--- src/rtl/fsmd_seq_alu.sv ---
// fsmd_seq_alu: FSM+datapath reducing operands a..e into R3 (a+b+c+d+e or a+b-c-d+e); FSMD_OVF_EN adds a sticky ovf output.
module fsmd_seq_alu #(
  parameter int WIDTH     = 4,
  parameter int HOLD_DONE = 0
) (
  input  logic             clock,
  input  logic             reset,
  input  logic             start,
  input  logic             mode,
  input  logic [WIDTH-1:0] a,
  input  logic [WIDTH-1:0] b,
  input  logic [WIDTH-1:0] c,
  input  logic [WIDTH-1:0] d,
  input  logic [WIDTH-1:0] e,
  output logic             busy,
  output logic             done,
  output logic [WIDTH-1:0] R1,
  output logic [WIDTH-1:0] R2,
  output logic [WIDTH-1:0] R3,
  output logic [2:0]       PS,
  output logic [2:0]       NS
`ifdef FSMD_OVF_EN
  ,
  output logic             ovf
`endif
);
  typedef enum logic [2:0] {IDLE, LOAD, S_AB, S_C, S_D, S_E, DONE, ILL} state_t;
  state_t ps, ns;
  logic [WIDTH-1:0] a_q, b_q, c_q, d_q, e_q;
  logic mode_q;
  logic [WIDTH:0] alu;
  // Top bit is carry for add and borrow for subtract
  assign alu = (mode_q && (ps == S_C || ps == S_D)) ? {1'b0, R1} - {1'b0, R2} : {1'b0, R1} + {1'b0, R2};
  assign busy = ps != IDLE;
  assign done = ps == DONE;
  assign PS = ps;
  assign NS = ns;
  always_comb begin
    ns = IDLE;
    case (ps)
      IDLE:    ns = start ? LOAD : IDLE;
      LOAD:    ns = S_AB;
      S_AB:    ns = S_C;
      S_C:     ns = S_D;
      S_D:     ns = S_E;
      S_E:     ns = DONE;
      DONE:    ns = (HOLD_DONE != 0 && start) ? DONE : IDLE;
      default: ns = IDLE;
    endcase
    if (reset) ns = IDLE;
  end
  always_ff @(posedge clock) begin
    if (reset) begin
      ps <= IDLE;
      R1 <= '0;
      R2 <= '0;
      R3 <= '0;
      a_q <= '0;
      b_q <= '0;
      c_q <= '0;
      d_q <= '0;
      e_q <= '0;
      mode_q <= 1'b0;
    end else begin
      ps <= ns;
      case (ps)
        IDLE: if (start) begin
          a_q <= a;
          b_q <= b;
          c_q <= c;
          d_q <= d;
          e_q <= e;
          mode_q <= mode;
        end
        LOAD: begin
          R1 <= a_q;
          R2 <= b_q;
        end
        S_AB: begin
          R1 <= alu[WIDTH-1:0];
          R2 <= c_q;
        end
        S_C: begin
          R1 <= alu[WIDTH-1:0];
          R2 <= d_q;
        end
        S_D: begin
          R1 <= alu[WIDTH-1:0];
          R2 <= e_q;
        end
        S_E: R3 <= alu[WIDTH-1:0];
        default: ;
      endcase
    end
  end
`ifdef FSMD_OVF_EN
  always_ff @(posedge clock) begin
    if (reset) ovf <= 1'b0;
    else if (ps == LOAD) ovf <= 1'b0;
    else if (ps == S_AB || ps == S_C || ps == S_D || ps == S_E) ovf <= ovf | alu[WIDTH];
  end
`else
  logic unused_carry;
  assign unused_carry = alu[WIDTH];
`endif
endmodule
--- config.mk ---
export PLATFORM = sky130hd
export DESIGN_NAME = fsmd_seq_alu
export DESIGN_NICKNAME = d
export VERILOG_FILES = /design/src/rtl/fsmd_seq_alu.sv
export SDC_FILE = /design/constraint.sdc
export NUM_CORES = 1
export LEC_CHECK = 0
export CELL_PAD_IN_SITES_DETAIL_PLACEMENT = 1
export CELL_PAD_IN_SITES_GLOBAL_PLACEMENT = 1
export CORE_MARGIN = 8
export CORE_UTILIZATION = 38
export DETAILED_ROUTE_END_ITERATION = 16
export PLACE_DENSITY = 0.95
export SETUP_SLACK_MARGIN = 0.2
export SLEW_MARGIN = 10
export SYNTH_ARGS = -nofsm -noshare
export SYNTH_HDL_FRONTEND = slang
export SYNTH_SLANG_ARGS = --single-unit
export TNS_END_PERCENT = 10
--- constraint.sdc ---
create_clock -name clock -period 6.3 [get_ports clock]
set_clock_uncertainty 0.1 [all_clocks]
set_input_delay 0.63 -clock clock [delete_from_list [all_inputs] [get_ports clock]]
set_output_delay 0.63 -clock clock [all_outputs]
set_load 0.01 [all_outputs]
==> impl_metrics.csv, run 1 <==
group,metric,value,unit
placed_design,dp_worst_setup_slack,3190,ps
job,max_cap_viol_count,0,
setup_path,r2r_slack,3260,ps
min_path,hp-start,"c_q[0]",
logic_synthesis,synthAdderAreaFrac,4.05,%
timing,finalWorstSetupSlack,3200,ps
power,p_per_area,262,mW/mm²
setup_path,reg2reg_from,"PS[0]",
cts,htree_levels,2,
cts,clock_latency,290,ps
route,vias,1624,
cells_and_area,drive_gt1_share,5.93,%
setup_path,r2r-end,"R3[3]",
timing,max_freq,0.323,GHz
cts,hold_buffers,0,
cts,path_clk_slew,70,ps
logic_synthesis,synth_top_family_by_area,"compound AO/OA/AOI/OAI gates",
die,core,0.00438,mm²
setup_path,cpMostUsedCell,"clkdlybuf4s50_1",
setup_path,crit_path_end_kind,"output pin",
power,clkPwrFrac,30.0,%
die,rows,24,
setup_path,worstPathRequired,5570,ps
logic_synthesis,synth.distinct_cells,43,
setup_path,ff2ff_path_depth,9,
timing,relSlewSlack,48.6,%
cells_and_area,nNetsFinal,282,
power,ir_drop,0.132,mV
route,drtPass1Iterations,4,
global_route,grt_pass1_vias,1739,
global_route,grt_max_degree,41,
setup_path,critical-path-slowest-cell,"clkdlybuf4s50_1",
logic_synthesis,synth_fp_nets,245,
route,avgViaCountPerCell,5.32,
setup_path,cp_cell_sequence,"clkdlybuf4s50_1 > buf_4 > a2111oi_0 > clkdlybuf4s50_1",
logic_synthesis,synth-seq-cells,36,
power,share_seq_of_total_power,44.5,%
cts,cts_resized,0,
global_route,antenna_found_initial,0,
setup_path,startpoint,"reset",
timing,hold_viol,0,
timing,fin_crit_sh,49.2,%
die,die_area,0.00697,mm²
power,switching_share,30.3,%
die,die_y,83.5,µm
timing,finalSetupViolations,0,
logic_synthesis,yosys.area_share.simple,22.0,%
min_path,hold_path_depth,2,
setup_path,critPathKind,"in -> out",
outcome,status,"finished clean",
setup_path,critPathLaunchType,"primary input",
logic_synthesis,avgSynthCellArea,8.02,µm²
logic_synthesis,synth-edff-count,0,
cells_and_area,area_delta_synth_final,31.1,%
logic_synthesis,seq_area_frac_synth,41.6,%
logic_synthesis,ys_warn_count,0,
placed_design,gp_congestion,0.822,
die,initial_utilization,39.5,%
logic_synthesis,synthFlopType,"dfxtp_1",
logic_synthesis,synth_mux_area_share,2.89,%
timing,period_needed,3100,ps
power,p_comb_share,25.5,%
die,ios,44,
logic_synthesis,synth_xor_area_share,1.52,%
logic_synthesis,ys_async_sr_fraction,0,%
timing,worst_pin_slew,770,ps
global_route,grt_usage,14.0,%
global_route,grt_pass1_wl,8.13,mm
cells_and_area,diodes,0,
route,drtIter0Drc,104,
route,wl,4.78,mm
power,leakage,0.815,nW
timing,finalMaxSlewViolations,0,
cts,cts_root_buf,"clkbuf_8",
setup_path,worstPathArrival,2370,ps
cts,postCtsSetupBuffers,0,
logic_synthesis,netlist_instances,216,
setup_path,critPathMaxStageDelay,620,ps
placed_design,dp_hpwl,3.53,mm
cts,cts_tree,"yes",
setup_path,cp_max_fo,40,
timing,fin_tns_setup,0,ps
global_route,grt_overflow,0,
cells_and_area,utilization,51.8,%
route,drc,0,
min_path,hold_class,"reg -> reg",
min_path,hold-path-endpoint,"c_q[0]",
die,die_x,83.5,µm
timing,rsz0062_at_grt,"no",
cts,clk_path_buf_depth,2,
logic_synthesis,synth_area,0.00173,mm²
route,postRouteAntennaNets,0,
power,switching_power,0.180,mW
power,p_int,0.415,mW
cts,cts_made_buffers,5,
route,wl_per_cell,15.7,µm
placed_design,io_buffers,43,
logic_synthesis,synth-compound-area-share,22.8,%
cts,clkSinkCount,36,
cells_and_area,nFillCells,543,
flip-flops by register name (all words and copies together), names as in the netlist:
register,cells
R1,4
R2,4
R3,4
a_q,4
b_q,4
c_q,4
d_q,4
e_q,4
PS,3
mode_q,1
synthesized netlist by cell type, drive strengths merged, types with 3 or more instances:
master	n	area share (%)
o21ai	4	1.4
mux2i	5	2.9
o211ai	6	2.6
dfxtp	36	42
inv	8	1.7
nand2	52	11
nor2	12	2.6
clkbuf	7	1.5
ha	4	2.9
nor3	3	0.87
a2bb2oi	3	1.5
a21oi	34	10
buf	7	2.0
nor3b	4	2.3
critical path, delay by kind of cell:
kind | cells | cell delay [ps]
AOI/OAI and AO/OA | 1 | 450
buffers and inverters | 3 | 1280
per-stage QoR:
stage          hold slack, ps  area, µm²  power, mW  std cells
2_1_floorplan             336       1730      0.362        216
3_3_place_gp              344       2170      0.414        298
3_5_place_dp              350       2170      0.423        298
4_1_cts                   358       2270      0.600        305
5_1_grt                   379       2270      0.628        305
6_report                  357       2270      0.595        305
cells by family (layout without fill, tap and decap cells):
family,Yosys count,in the layout
simple gates,84,84
xor+xnor,3,3
compound gates,61,61
buf+inv,22,59
flops,36,36
fa+ha+maj,5,5
mux,5,5
layer usage:
metal | vias up | wire [µm] | track usage [%]
met3 | 9 | 201 | 4.10
met4 | 0 | 99 | 6.12
met1 | 764 | 2030 | 14.8
li1 | 819 | - | -
met2 | 32 | 2450 | 25.2
met5 | - | 0 | 0
cell type report:
type                    instances  area, µm²  share of cell area [%]
well taps                      52       65.1                    2.87
repair buffers                 44        438                    19.3
clock buffers                   7       96.3                    4.24
inverters                       8       30.0                    1.32
multi-input cells             158        921                    40.6
flip-flops and latches         36        721                    31.7
how the worst max path moves through the flow:
| stage | endpoint | depth (start not counted) | slack [ps] |
|---|---|---|---|
| floorplan | R3[3] | 10 | 3880 |
| global placement | NS[0] | 4 | 3240 |
| detailed placement | NS[0] | 4 | 3190 |
| CTS | NS[0] | 4 | 3170 |
| global route | R3[3] | 9 | 2970 |
| finish | NS[0] | 4 | 3200 |
cells in the final DEF (no fill, tap or decap), types with 3 or more instances in the layout:
cell,count
inv_1,6
clkbuf_8,7
ha_1,4
nand2_1,52
clkdlybuf4s50_1,43
o21ai_0,3
o211ai_1,6
dfxtp_1,36
a2bb2oi_1,3
nor3_1,3
mux2i_1,5
a21oi_1,33
nor2_1,12
power groups by stage:
stage / clock network, mW / registers (mW) / logic [mW]
2_1_floorplan: 0 / 0.264 / 0.0989
3_3_place_gp: 0 / 0.268 / 0.146
3_5_place_dp: 0 / 0.270 / 0.153
4_1_cts: 0.181 / 0.265 / 0.154
5_1_grt: 0.190 / 0.267 / 0.171
6_report: 0.178 / 0.265 / 0.152
Power figures use the tool's default switching activity.
==> inputs of run 2 (changes only) <==
--- a/config.mk
+++ b/config.mk
@@ -8,9 +8,9 @@
 export CELL_PAD_IN_SITES_DETAIL_PLACEMENT = 1
 export CELL_PAD_IN_SITES_GLOBAL_PLACEMENT = 1
 export CORE_MARGIN = 8
-export CORE_UTILIZATION = 38
+export CORE_UTILIZATION = 35
 export DETAILED_ROUTE_END_ITERATION = 16
-export PLACE_DENSITY = 0.95
+export PLACE_DENSITY = 0.9
 export SETUP_SLACK_MARGIN = 0.2
 export SLEW_MARGIN = 10
 export SYNTH_ARGS = -nofsm -noshare
==> constraint.sdc (replaced) <==
create_clock -name clock -period 2.99 [get_ports clock]
set_clock_uncertainty 0.1 [all_clocks]
set_input_delay 0.299 -clock clock [delete_from_list [all_inputs] [get_ports clock]]
set_output_delay 0.299 -clock clock [all_outputs]
set_load 0.01 [all_outputs]
==> run 2 against run 1 <==
Compared with the run above: routed wire length grew 8.0%; combinational power grew 130%; count of clock-buffer cells in the layout is the same; largest cell class unchanged.
==> impl_metrics.csv, run 2 (synthesis gave the netlist of run 1 again) <==
group,metric,value,unit
placed_design,dp_hpwl,3.72,mm
die,die_area,0.00745,mm²
timing,period_needed,2560,ps
cts,cts_resized,0,
timing,finalWorstSetupSlack,425,ps
placed_design,placed_cells,316,
die,ios,44,
setup_path,critical-path-slowest-cell,"dfxtp_1",
timing,max_freq,0.390,GHz
cells_and_area,layout_common_cells,"52 x nand2_1, 43 x clkdlybuf4s50_1, 36 x dfxtp_1",
cts,path_clk_slew,70,ps
power,leakage,0.845,nW
timing,fin_crit_sh,85.8,%
cts,clkSinkCount,36,
placed_design,gp_congestion,0.813,
route,drc,0,
power,p_per_area,586,mW/mm²
global_route,grt_overflow,0,
cts,clock_latency,300,ps
min_path,hold_class,"reg -> reg",
setup_path,critPathMaxStageDelay,350,ps
setup_path,critPathLaunchType,"flip-flop",
cells_and_area,utilization,49.3,%
die,core,0.00475,mm²
route,avgViaCountPerCell,5.13,
timing,fin_tns_setup,0,ps
cells_and_area,diodes,0,
die,die_x,86.3,µm
placed_design,io_buffers,43,
die,die_y,86.3,µm
setup_path,worstPathRequired,3100,ps
cells_and_area,final_area,0.00234,mm²
cells_and_area,nNetsFinal,285,
route,postRouteAntennaNets,0,
cells_and_area,instances_no_fill,324,
setup_path,cp_cell_sequence,"and3b_1 > o21ai_2 > nor2b_1 > xnor2_1 > ha_1 > a21oi_1 > and3_1 > o211ai_1 > a311oi_1",
route,wl_per_cell,15.9,µm
die,initial_utilization,36.4,%
cts,cts_made_buffers,5,
job,max_cap_viol_count,0,
setup_path,critPathKind,"reg -> reg",
cells_and_area,drive_gt1_share,7.39,%
cells_and_area,final_common_cell,"nand2_1",
cts,htree_levels,2,
setup_path,cp_max_fo,8,
power,total_power,1.37,mW
route,wl,5.16,mm
timing,finalMaxSlewViolations,0,
die,rows,25,
timing,finalSetupViolations,0,
placed_design,dp_worst_setup_slack,514,ps
cells_and_area,area_delta_synth_final,35.3,%
power,ir_drop,0.248,mV
cts,hold_buffers,0,
placed_design,place_area,0.00222,mm²
outcome,status,"finished clean",
global_route,grt_usage,14.3,%
global_route,grt_pass1_wl,8.44,mm
route,vias,1662,
global_route,antenna_found_initial,0,
timing,rsz0062_at_grt,"no",
global_route,grt_pass1_vias,1754,
cts,cts_root_buf,"clkbuf_8",
route,drtIter0Drc,95,
timing,hold_viol,0,
timing,worst_pin_slew,730,ps
cts,postCtsSetupBuffers,0,
cts,clk_path_buf_depth,2,
setup_path,crit_path_end_kind,"flip-flop",
timing,hold_ws,362,ps
route,drtPass1Iterations,4,
global_route,grt_max_degree,40,
setup_path,worstPathArrival,2670,ps
cts,cts_tree,"yes",
timing,relSlewSlack,51.3,%
## run 2: final cells by class
| cell class | count | area [µm²] |
|---|---|---|
| Tap cell | 67 | 83.8 |
| Timing Repair Buffer | 47 | 460 |
| Clock buffer | 7 | 96.3 |
| Fill cell | 579 | 2410 |
| Multi-Input combinational cell | 158 | 921 |
| Sequential cell | 36 | 721 |
| Inverter | 8 | 30.0 |
| Clock inverter | 1 | 30.0 |
## run 2: final timing paths
| path | startpoint | end | slack (ps) | cells past startpoint |
|---|---|---|---|---|
| max | PS[2] | R3[3] | 430 | 9 |
| min | d_q[0] | d_q[0] | 360 | 2 |
| max reg2reg | PS[2] | R3[3] | 430 | 9 |
| min reg2reg | d_q[0] | d_q[0] | 360 | 2 |
## run 2: critical path, delay by kind of cell, from the launching register on
family                   cells  cell delay (ps)
XOR/XNOR                     1              130
adder cells (fa/ha/maj)      1              280
AND/OR/NAND/NOR              3              690
flip-flops                   1              350
AO/OA/AOI/OAI                4              910
## run 2: layer usage
layer  vias to the layer above  GRT usage [%]  routed length (µm)
met4                         0           6.10                 102
met5                         -              0                   0
met3                        10           3.31                 203
met2                        36           25.2                2630
li1                        823              -                   -
met1                       793           16.1                2220
## run 2: where the power goes
group	internal, mW	switching, mW	leakage, nW	total (mW)
registers	0.516	0.0295	0.294	0.546
clock network	0.294	0.183	0.0645	0.478
logic	0.157	0.192	0.486	0.349
==> inputs of run 3 (changes only) <==
--- a/config.mk
+++ b/config.mk
@@ -11,6 +11,7 @@
 export CORE_UTILIZATION = 35
 export DETAILED_ROUTE_END_ITERATION = 16
 export PLACE_DENSITY = 0.9
+export REMOVE_ABC_BUFFERS = 1
 export SETUP_SLACK_MARGIN = 0.2
 export SLEW_MARGIN = 10
 export SYNTH_ARGS = -nofsm -noshare
==> run 3 against run 2 <==
Compared with the run above: utilization fell by 0.53 points; cell count did not move; via count fell by 1.0%; sequential share of layout area rose by 0.33 points; total power fell by 9.2%; routed wire length fell by 5.4%; maximum frequency fell by 0.64%; worst hold slack got worse by 5.5 ps; count of clock-buffer cells in the layout rose by 1; sequential power barely moved; first-iteration DRC count fell by 8.4%; critical endpoint unchanged; largest power group unchanged.
==> impl_metrics.csv, run 3 (synthesis gave the netlist of run 1 again) <==
group,metric,value,unit
route,avgViaCountPerCell,5.08,
timing,max_freq,0.387,GHz
power,share_seq_of_total_power,43.7,%
timing,worst_pin_slew,777,ps
cts,clkSinkCount,36,
cts,hold_buffers,0,
die,initial_utilization,36.4,%
global_route,grt_max_degree,40,
route,wl,4.88,mm
global_route,antenna_found_initial,0,
cells_and_area,area_delta_synth_final,33.8,%
cells_and_area,instances_no_fill,324,
setup_path,cp_cell_sequence,"nor3b_2 > o21ai_4 > nor2b_1 > xnor2_1 > ha_1 > nand3b_1 > and3_1 > a211o_1 > a311oi_1",
power,ir_drop,0.227,mV
placed_design,dp_hpwl,3.58,mm
route,vias,1645,
cts,cts_made_buffers,5,
power,p_per_area,538,mW/mm²
timing,hold_viol,0,
cts,clock_latency,280,ps
setup_path,cp_max_fo,8,
die,core,0.00475,mm²
setup_path,reg2reg_from,"PS[2]",
timing,finalMaxSlewViolations,0,
die,die_x,86.3,µm
setup_path,critPathKind,"reg -> reg",
timing,fin_tns_setup,0,ps
die,rows,25,
die,ios,44,
timing,finalSetupViolations,0,
job,max_cap_viol_count,0,
cts,clk_path_buf_depth,2,
cells_and_area,diodes,0,
global_route,grt_usage,13.2,%
min_path,hold_path_depth,2,
cts,cts_root_buf,"clkbuf_8",
cells_and_area,drive_gt1_share,7.00,%
global_route,grt_pass1_vias,1663,
power,switching_power,0.382,mW
timing,period_needed,2580,ps
cts,cts_tree,"yes",
min_path,hold_class,"reg -> reg",
cells_and_area,final_area,0.00232,mm²
timing,relSlewSlack,48.2,%
die,die_y,86.3,µm
die,die_area,0.00745,mm²
power,switching_share,30.7,%
cts,htree_levels,2,
placed_design,io_buffers,43,
setup_path,critPathLaunchType,"flip-flop",
timing,rsz0062_at_grt,"no",
global_route,grt_pass1_wl,7.94,mm
cells_and_area,final_common_cell,"nand2_1",
setup_path,worstPathArrival,2680,ps
route,wl_per_cell,15.0,µm
min_path,hold-path-endpoint,"e_q[3]",
power,p_comb_share,28.0,%
setup_path,r2r_slack,410,ps
global_route,grt_overflow,0,
power,clkPwrFrac,28.3,%
setup_path,critPathMaxStageDelay,430,ps
placed_design,gp_congestion,0.849,
route,postRouteAntennaNets,0,
power,p_int,0.864,mW
setup_path,worstPathRequired,3090,ps
placed_design,place_area,0.00222,mm²
power,leakage,0.827,nW
cells_and_area,nNetsFinal,285,
setup_path,r2r-end,"R3[3]",
setup_path,startpoint,"PS[2]",
power,total_power,1.25,mW
route,drtIter0Drc,87,
setup_path,critical-path-slowest-cell,"dfxtp_1",
route,drtPass1Iterations,4,
setup_path,crit_path_end_kind,"flip-flop",
placed_design,placed_cells,316,
route,drc,0,
cells_and_area,layout_common_cells,"52 x nand2_1, 43 x clkdlybuf4s50_1, 36 x dfxtp_1",
cts,path_clk_slew,70,ps
timing,fin_crit_sh,86.3,%
setup_path,ff2ff_path_depth,9,
outcome,status,"finished clean",
min_path,hp-start,"e_q[3]",
-- run 3: cell count changes in the layout (fill, tap and decap cells not counted) --
| cell | previous run | this run |
|---|---|---|
| clkbuf_1 | 0 | 2 |
| a21oi_1 | 33 | 32 |
| a21oi_2 | 1 | 2 |
| bufinv_16 | 1 | 0 |
| clkbuf_8 | 7 | 6 |
| o21ai_2 | 1 | 0 |
| o21ai_4 | 0 | 1 |
-- run 3: layout make-up --
type                       count  area (µm²)
inverter                       8        30.0
timing repair buffer          47         460
clock buffer                   8        90.1
fill                         577        2440
sequential                    36         721
multi-input combinational    158         932
tap                           67        83.8
-- run 3: worst max-delay path: cells and delay by family, from the launching register on --
family | cells | cell delay, ps
AND/OR/NAND/NOR | 4 | 850
XOR/XNOR | 1 | 120
adder cells (fa/ha/maj) | 1 | 350
flip-flops | 1 | 430
AO/OA/AOI/OAI | 3 | 650
-- run 3: per-stage QoR --
| step | hold slack [ps] | setup WS, ps | utilization, % |
|---|---|---|---|
| 5_1_grt | 368 | 219 | 48.7 |
| 4_1_cts | 359 | 420 | 48.5 |
| 3_5_place_dp | 349 | 482 | 46.6 |
| 3_3_place_gp | 341 | 555 | 46.6 |
| 2_1_floorplan | 268 | 375 | - |
| 6_report | 357 | 409 | 48.7 |
-- run 3: worst max path at each step --
stage	end	slack, ps	depth (start not counted)
finish	R3[3]	410	9
global route	R3[3]	220	9
CTS	R3[3]	420	9
detailed placement	R3[3]	480	9
global placement	R3[3]	550	9
floorplan	R3[3]	380	9
-- run 3: what timing repair did --
item	in CTS	in global routing
endpoints found under the setup margin	0	1
buffers inserted	0	0
resized for setup	0	2
-- run 3: metal layers --
layer	share of wire [%]	GRT usage, %	vias to the layer above
met3	5.4	3.40	7
li1	-	-	822
met1	43	16.1	781
met5	0	0	-
met2	51	22.4	35
met4	0.92	3.29	0
-- run 3: power by group through the flow --
stage          clock [mW]  sequential, mW  combinational, mW
4_1_cts             0.363           0.545              0.342
6_report            0.353           0.545              0.349
3_5_place_dp            0           0.556              0.340
5_1_grt             0.384           0.549              0.386
2_1_floorplan           0           0.563              0.186
3_3_place_gp            0           0.553              0.329
